<file path="config.mk">
export PLATFORM = sky130hd
export DESIGN_NAME = dither_gen_flat
export DESIGN_NICKNAME = d
export VERILOG_FILES = /design/src/rtl/dither_gen_pkg.sv /design/src/rtl/dither_gen_if.sv /design/src/rtl/dither_lfsr32.sv /design/src/rtl/dither_gen.sv /design/src/flat_wrapper.sv
export SDC_FILE = /design/constraint.sdc
export NUM_CORES = 1
export LEC_CHECK = 0
export ABC_CLOCK_PERIOD_IN_PS = 7700
export BUFFER_PORTS_ARGS = -buffer_cell sky130_fd_sc_hd__buf_2
export CORE_MARGIN = 3
export CORE_UTILIZATION = 50
export DETAILED_ROUTE_END_ITERATION = 10
export GPL_TIMING_DRIVEN = 0
export PLACE_DENSITY = 0.81
export SYNTH_ARGS = -nofsm -noshare
export SYNTH_HDL_FRONTEND = slang
export SYNTH_HIERARCHICAL = 1
export SYNTH_SLANG_ARGS = --single-unit
</file>
<file path="constraint.sdc">
create_clock -name clock -period 7.7 [get_ports clock]
set_input_delay 1.155 -clock clock [delete_from_list [all_inputs] [get_ports clock]]
set_output_delay 1.155 -clock clock [all_outputs]
set_load 0.01 [all_outputs]
</file>
<file path="src/rtl/dither_gen_pkg.sv">
`default_nettype none
// +----------------------------------------------------------------------------+
// | dither_gen_pkg : LFSR taps, default seed table and FSM state type shared    |
// |                  by the dither generator.                                  |
// | Revision: 1.0                                                              |
// +----------------------------------------------------------------------------+
package dither_gen_pkg;

  // Tap bit positions (0-based) for taps 32, 22, 2, 1
  localparam int C_TAP_32 = 31;
  localparam int C_TAP_22 = 21;
  localparam int C_TAP_2  = 1;
  localparam int C_TAP_1  = 0;

  // The XNOR LFSR never leaves the all-ones state
  localparam logic [31:0] C_LOCKUP = 32'hFFFF_FFFF;

  localparam logic [31:0] C_DEFAULT_SEEDS [0:7] = '{
    32'h1234_5678, 32'h9ABC_DEF0, 32'h0F1E_2D3C, 32'hA5A5_0001,
    32'h5A5A_1234, 32'hDEAD_BEEF, 32'hC0FF_EE00, 32'h1357_9BDF
  };

  typedef enum logic [1:0] {
    ST_RUN   = 2'd0,
    ST_LOAD  = 2'd1,
    ST_FLUSH = 2'd2
  } dg_state_t;

  // Which sources contribute for a given mode
  function automatic logic [7:0] src_mask(input logic [1:0] mode, input int n_src);
    logic [7:0] m;
    m = 8'h00;
    case (mode)
      2'b01:   m = 8'h01;
      2'b10:   m = 8'h03;
      2'b11:   m = 8'(8'hFF >> (8 - n_src));
      default: m = 8'h00;
    endcase
    return m;
  endfunction

endpackage
`default_nettype wire

</file>
<file path="src/rtl/dither_gen_if.sv">
`default_nettype none
// +----------------------------------------------------------------------------+
// | dither_gen_if : control, reseed handshake and sample output of dither_gen.  |
// | Revision: 1.0                                                              |
// +----------------------------------------------------------------------------+
interface dither_gen_if #(
  parameter int OUT_W = 24
);
  logic                    en_i;
  logic [1:0]              mode_i;
  logic [4:0]              shift_i;
  logic                    seed_valid_i;
  logic [31:0]             seed_i;
  logic                    seed_ready_o;
  logic signed [OUT_W-1:0] dith_o;
  logic                    dith_valid_o;

  modport master (
    output en_i, mode_i, shift_i, seed_valid_i, seed_i,
    input  seed_ready_o, dith_o, dith_valid_o
  );

  modport slave (
    input  en_i, mode_i, shift_i, seed_valid_i, seed_i,
    output seed_ready_o, dith_o, dith_valid_o
  );
endinterface
`default_nettype wire

</file>
<file path="src/rtl/dither_lfsr32.sv">
`default_nettype none
// +----------------------------------------------------------------------------+
// | dither_lfsr32 : one 32-bit Fibonacci XNOR LFSR noise source with load,      |
// |                 advance and hold; lock-up seeds fall back to the default.   |
// | Revision: 1.0                                                              |
// +----------------------------------------------------------------------------+
module dither_lfsr32
  import dither_gen_pkg::*;
#(
  parameter logic [31:0] DEFAULT_SEED = 32'h0000_0001
) (
  input  wire logic        clock,
  input  wire logic        reset,
  input  wire logic        i_load,
  input  wire logic [31:0] i_seed,
  input  wire logic        i_advance,
  output logic [31:0]      o_state
);

  logic [31:0] r_state;
  logic        w_feedback;

  assign w_feedback = ~(r_state[C_TAP_32] ^ r_state[C_TAP_22] ^
                        r_state[C_TAP_2]  ^ r_state[C_TAP_1]);

  // Load wins over advance so a reseed is never lost to a concurrent sample
  always_ff @(posedge clock) begin
    if (reset)
      r_state <= DEFAULT_SEED;
    else if (i_load)
      r_state <= (i_seed == C_LOCKUP) ? DEFAULT_SEED : i_seed;
    else if (i_advance)
      r_state <= {r_state[30:0], w_feedback};
  end

  assign o_state = r_state;

endmodule
`default_nettype wire

</file>
<file path="src/rtl/dither_gen.sv">
`default_nettype none
// +----------------------------------------------------------------------------+
// | dither_gen : N_SRC summed LFSR sources giving off / rectangular /           |
// |              triangular / near-Gaussian dither with shift attenuation.     |
// |              Define DITHER_HPF_EN for first-difference (high-pass) output. |
// | Revision: 1.0                                                              |
// +----------------------------------------------------------------------------+
module dither_gen
  import dither_gen_pkg::*;
#(
  parameter int N_SRC = 4,
  parameter int SRC_W = 16,
  parameter int OUT_W = 24
) (
  input wire logic     clock,
  input wire logic     reset,
  dither_gen_if.slave  bus
);

  localparam int SUM_W = SRC_W + 3;

  dg_state_t r_state, w_state_nxt;
  logic [2:0]               r_beat, w_beat_nxt;
  logic                     w_seed_acc;
  logic                     w_sample;
  logic [N_SRC-1:0]         w_load;
  logic [31:0]              w_src [N_SRC];
  logic [7:0]               w_mask;
  logic signed [SUM_W-1:0]  w_sum;
  logic signed [SUM_W-1:0]  w_f;
  logic signed [OUT_W-1:0]  w_dith_nxt;
  logic signed [OUT_W-1:0]  r_dith;
  logic                     r_dith_valid;

  assign bus.seed_ready_o = (r_state != ST_FLUSH);
  assign w_seed_acc       = bus.seed_valid_i & bus.seed_ready_o;

  always_ff @(posedge clock) begin
    if (reset) begin
      r_state <= ST_RUN;
      r_beat  <= 3'd0;
    end else begin
      r_state <= w_state_nxt;
      r_beat  <= w_beat_nxt;
    end
  end

  always_comb begin
    w_state_nxt = r_state;
    w_beat_nxt  = r_beat;
    w_load      = '0;
    w_sample    = 1'b0;
    case (r_state)
      ST_RUN: begin
        w_sample = bus.en_i;
        if (w_seed_acc) begin
          w_load[0]   = 1'b1;
          w_beat_nxt  = 3'd1;
          w_state_nxt = ST_LOAD;
        end
      end
      ST_LOAD: begin
        if (w_seed_acc) begin
          for (int k = 0; k < N_SRC; k++)
            if (r_beat == 3'(k)) w_load[k] = 1'b1;
          if (r_beat == 3'(N_SRC - 1)) begin
            w_beat_nxt  = 3'd0;
            w_state_nxt = ST_FLUSH;
          end else begin
            w_beat_nxt  = r_beat + 3'd1;
          end
        end
      end
      ST_FLUSH: begin
        w_beat_nxt  = 3'd0;
        w_state_nxt = ST_RUN;
      end
      default: begin
        w_beat_nxt  = 3'd0;
        w_state_nxt = ST_RUN;
      end
    endcase
  end

  for (genvar k = 0; k < N_SRC; k++) begin : g_src
    dither_lfsr32 #(
      .DEFAULT_SEED (C_DEFAULT_SEEDS[k])
    ) u_lfsr (
      .clock     (clock),
      .reset     (reset),
      .i_load    (w_load[k]),
      .i_seed    (bus.seed_i),
      .i_advance (w_sample),
      .o_state   (w_src[k])
    );
  end

  // Three guard bits cover up to eight full-scale sources
  assign w_mask = src_mask(bus.mode_i, N_SRC);

  always_comb begin
    w_sum = '0;
    for (int k = 0; k < N_SRC; k++)
      if (w_mask[k])
        w_sum = w_sum + {{3{w_src[k][SRC_W-1]}}, w_src[k][SRC_W-1:0]};
  end

  assign w_f = w_sum >>> bus.shift_i;

`ifdef DITHER_HPF_EN
  logic signed [SUM_W-1:0] r_f_prev;
  logic signed [OUT_W:0]   w_diff;

  always_ff @(posedge clock) begin
    if (reset || r_state == ST_FLUSH)
      r_f_prev <= '0;
    else if (w_sample)
      r_f_prev <= w_f;
  end

  assign w_diff = {{(OUT_W + 1 - SUM_W){w_f[SUM_W-1]}}, w_f}
                - {{(OUT_W + 1 - SUM_W){r_f_prev[SUM_W-1]}}, r_f_prev};

  always_comb begin
    w_dith_nxt = w_diff[OUT_W-1:0];
    if (w_diff[OUT_W] != w_diff[OUT_W-1])
      w_dith_nxt = w_diff[OUT_W] ? {1'b1, {(OUT_W-1){1'b0}}} : {1'b0, {(OUT_W-1){1'b1}}};
  end
`else
  assign w_dith_nxt = {{(OUT_W - SUM_W){w_f[SUM_W-1]}}, w_f};
`endif

  always_ff @(posedge clock) begin
    if (reset) begin
      r_dith       <= '0;
      r_dith_valid <= 1'b0;
    end else begin
      r_dith_valid <= w_sample;
      if (w_sample) r_dith <= w_dith_nxt;
    end
  end

  assign bus.dith_o       = r_dith;
  assign bus.dith_valid_o = r_dith_valid;

  // Upper source bits only matter for the LFSR sequence itself
  logic w_unused_hi;
  always_comb begin
    w_unused_hi = 1'b0;
    for (int k = 0; k < N_SRC; k++)
      w_unused_hi = w_unused_hi ^ (^w_src[k][31:SRC_W]);
  end

endmodule
`default_nettype wire
</file>
<file path="src/flat_wrapper.sv">
// flat-port wrapper written by rule: the top's interface ports become plain ports
module dither_gen_flat import dither_gen_pkg::*;
#(
  parameter int N_SRC = 4,
  parameter int SRC_W = 16,
  parameter int OUT_W = 24
)
  (clock, reset, bus_en_i, bus_mode_i, bus_shift_i, bus_seed_valid_i, bus_seed_i, bus_seed_ready_o, bus_dith_o, bus_dith_valid_o);
  dither_gen_if #(.OUT_W(OUT_W)) bus_i ();
  input wire logic clock;
  input wire logic reset;
  input wire logic [$bits(bus_i.en_i)-1:0] bus_en_i;
  input wire logic [$bits(bus_i.mode_i)-1:0] bus_mode_i;
  input wire logic [$bits(bus_i.shift_i)-1:0] bus_shift_i;
  input wire logic [$bits(bus_i.seed_valid_i)-1:0] bus_seed_valid_i;
  input wire logic [$bits(bus_i.seed_i)-1:0] bus_seed_i;
  output wire logic [$bits(bus_i.seed_ready_o)-1:0] bus_seed_ready_o;
  output wire logic [$bits(bus_i.dith_o)-1:0] bus_dith_o;
  output wire logic [$bits(bus_i.dith_valid_o)-1:0] bus_dith_valid_o;
  assign bus_i.en_i = bus_en_i;
  assign bus_i.mode_i = bus_mode_i;
  assign bus_i.shift_i = bus_shift_i;
  assign bus_i.seed_valid_i = bus_seed_valid_i;
  assign bus_i.seed_i = bus_seed_i;
  assign bus_seed_ready_o = bus_i.seed_ready_o;
  assign bus_dith_o = bus_i.dith_o;
  assign bus_dith_valid_o = bus_i.dith_valid_o;
  dither_gen #(.N_SRC(N_SRC), .SRC_W(SRC_W), .OUT_W(OUT_W)) u_core (.clock(clock), .reset(reset), .bus(bus_i));
endmodule
</file>
==> results_dict.tcl <==
set metrics [dict create \
    min_to "u_core/bus.dith_o[1]$_SDFFE_PP0P_" \
    yosys_warnings 6 \
    finalHoldViolations 0 \
    p_switching_uw 1160 \
    hold_depth 2 \
    holdWs_ns 0.456 \
    place_inst 1966 \
    max-cap-violations 0 \
    fp.dieW_um 167 \
    netSwitchingFraction_pct 39.1 \
    antenna_found_initial 0 \
    power.internal_uw 1810 \
    clock_sinks 153 \
    startpoint_type "input port" \
    fp-row-count 58 \
    netlist.area_leader.share_pct 23.7 \
    yosysSeqAreaShare_pct 23.7 \
    regToRegSetupSlack_ns 0.77 \
    critPathMaxFanout 9 \
    clk_pin_slew_ns 0.07 \
    netlist_area_um2 12900 \
    p_leak_uw 0.00558 \
    worstPathArrival_ns 7.85 \
    power.clock.fraction_pct 30.3 \
    io_buffers 64 \
    cts_inserted_buffers 17 \
    clkLatencyLatePin_ns 0.44 \
    synth-seq-cells 153 \
    path_class "in2reg" \
    hp-start "u_core/bus.dith_o[1]$_SDFFE_PP0P_" \
    clockRootBuffer "clkbuf_16" \
    slew_viol_final 0 \
    coreArea_um2 25300 \
    drive_gt1_share_pct 20.7 \
    yosysTopAreaCell "dfxtp_1" \
    drtPass1Iterations 5 \
    synth-async-reset-ratio_pct 0 \
    overflow 0 \
    required_ns 8.04 \
    r2r_start "u_core/g_src[0].u_lfsr/o_state[0]$_SDFFE_PP0P_" \
    synth_edf_count 0 \
    die_h_um 167 \
    syn_inst 1572 \
    final-instance-count-excl-fill 2019 \
    status "complete, no violations" \
    htree_levels 4 \
    first_global_vias 12400 \
    synth_fp_nets 1672 \
    synth_ff_type "dfxtp_1" \
    hpwl_um 31500 \
    postLayoutCellArea_um2 14800 \
    die_area_um2 27800 \
    setup_viol 0 \
    placed_area_um2 13600 \
    drt_iter0_drc 1650 \
    fin_ws_ns 0.190 \
    dp_slack_ns -1.36 \
    wl_per_cell_um 21.8 \
    slowest_delay_ns 0.53 \
    grt_max_degree 21 \
    grt.total_usage_pct 29.8 \
    drt_wl_total_um 44100 \
    power_density_nw_per_um2 201 \
    reg2reg_to "u_core/bus.dith_o[2]$_SDFFE_PP0P_" \
    vdd_drop_max_v 0.000128 \
    cts_buffer_depth 2 \
    synth.avg_cell_area_um2 8.21 \
    power_frac_seq_pct 30.8 \
    insertedDiodeCount 0 \
    nets 1776 \
    initial_core_util_pct 51.1 \
    p_total_uw 2970 \
    ant_nets 0 \
    fin_crit_sh_pct 97.5 \
    combPwrFrac_pct 38.9 \
    crit_path_top_delay_cell "mux4_2" \
    clock_skew_ns 0.0140 \
    gp_congestion 1.01 \
    worst_pin_slew_ns 1.24 \
    cts_tree "built" \
    min-delay-path-class "reg2reg" \
    drc 0 \
    finalCriticalPeriod_ns 7.51 \
    slew_headroom_pct 17.6 \
    area_delta_synth_final_pct 15.0 \
    ys_types 92 \
    synth.area.top_cells "dfxtp_1, mux2i_1, mux2_2, ha_1, nor2_1" \
    num_vias 13300 \
    grt_pass1_wl_um 67300 \
    vias_per_cell 6.59 \
    endpoint_kind "register" \
    ioPinCount 69 \
    fmax_mhz 133 \
    ff2ff_path_depth 32 \
]
-- layout by cell type (no fill, tap or decap), types with 34 or more instances in the layout --
master      n
buf_2      88
nand2_1   112
nor2_1    129
o21ai_0    78
mux2_2     61
dfxtp_1   153
nand3b_1   48
nor2b_1    51
clkbuf_1   59
inv_1      34
mux2i_1    97
or4_1      48
nand2b_1   68
nand4_1    35
ha_1       45
a21oi_1    45
-- state kept, by name, summed over array words and instances (netlist names) --
register,flops
u_core/bus.dith_o,19
u_core/g_src.u_lfsr/o_state,128
u_core/r_beat,3
u_core/bus.dith_valid_o,1
u_core/r_state,2
-- cell families after synthesis --
group	count (synthesis)	synth area share [%]
adder cells (fa/ha/maj)	59	5.87
flip-flops	153	23.7
XOR/XNOR	53	3.76
buffers and inverters	154	5.74
AO/OA/AOI/OAI	366	20.4
AND/OR/NAND/NOR	623	26.6
multiplexers	164	13.8
-- how the worst max path moves through the flow --
stage / from / to / slack [ns]
global placement: bus_mode_i[1] / u_core/bus.dith_o[4]$_SDFFE_PP0P_ / -1.32
floorplan: bus_mode_i[1] / u_core/bus.dith_o[2]$_SDFFE_PP0P_ / 0.02
CTS: bus_mode_i[1] / u_core/bus.dith_o[2]$_SDFFE_PP0P_ / 0.0004
global route: bus_mode_i[1] / u_core/bus.dith_o[2]$_SDFFE_PP0P_ / -0.09
detailed placement: bus_mode_i[1] / u_core/bus.dith_o[4]$_SDFFE_PP0P_ / -1.36
finish: bus_mode_i[1] / u_core/bus.dith_o[2]$_SDFFE_PP0P_ / 0.19
-- critical path: cells and delay by family --
kind            cells  cell delay (ns)
compound gates     14             3.14
simple gates        7             1.06
fa+ha+maj           4             1.03
mux                 2             0.63
buf+inv             5             0.55
xor+xnor            2             0.28
-- through the flow --
step	setup TNS [ns]	util (%)
floorplan	0	-
global placement	-22.49	54.0
detailed placement	-23.58	54.0
CTS	0	57.4
global route	-0.540	58.7
finish	0	58.7
-- per-layer routing --
metal / GRT usage (%) / vias up / wire (um)
met4: 13.6 / 0 / 2320
li1: - / 6020 / -
met5: 0 / - / 0
met3: 5.39 / 187 / 4140
met2: 49.7 / 791 / 20400
met1: 37.6 / 6315 / 17200
-- power by group through the flow --
stage | Sequential, uW | Combinational (uW) | Clock [uW]
3_3_place_gp | 927 | 999 | 0
2_1_floorplan | 911 | 753 | 0
6_report | 916 | 1160 | 902
4_1_cts | 911 | 1060 | 906
5_1_grt | 922 | 1240 | 941
3_5_place_dp | 929 | 1020 | 0
-- synth_stat cells, types with 14 or more instances --
library cell / number
inv_1: 34
nand2_1: 113
nand4_1: 35
nand2b_1: 69
and2_1: 14
o21ai_2: 20
o32ai_1: 26
nand3_1: 30
xnor2_1: 37
nand3b_1: 48
ha_1: 54
nor3_1: 26
xor2_1: 14
a21oi_1: 53
dfxtp_1: 153
o21ai_0: 85
nor2_1: 133
mux2i_1: 97
a211oi_1: 17
mux2_2: 61
nor2b_1: 51
buf_2: 27
or4_1: 48
o21a_1: 16
clkbuf_1: 65
-- final cells by class --
type,count,area (um2)
multi-input combinational,1265,9450
clock inverter,15,200
tap,330,413
fill,2249,10400
inverter,40,150
sequential,153,3060
timing repair buffer,87,497
clock buffer,17,425
buffer,112,633
-- timing repair --
| action | 4_1_cts | 5_1_grt |
|---|---|---|
| setup buffers | 11 | 12 |
| endpoints found under the setup margin | 19 | 19 |
| hold buffers | 0 | 0 |
| pin swaps | 11 | 34 |
| gates resized for setup | 38 | 56 |
Note: power is estimated with default switching activity, not from simulation.
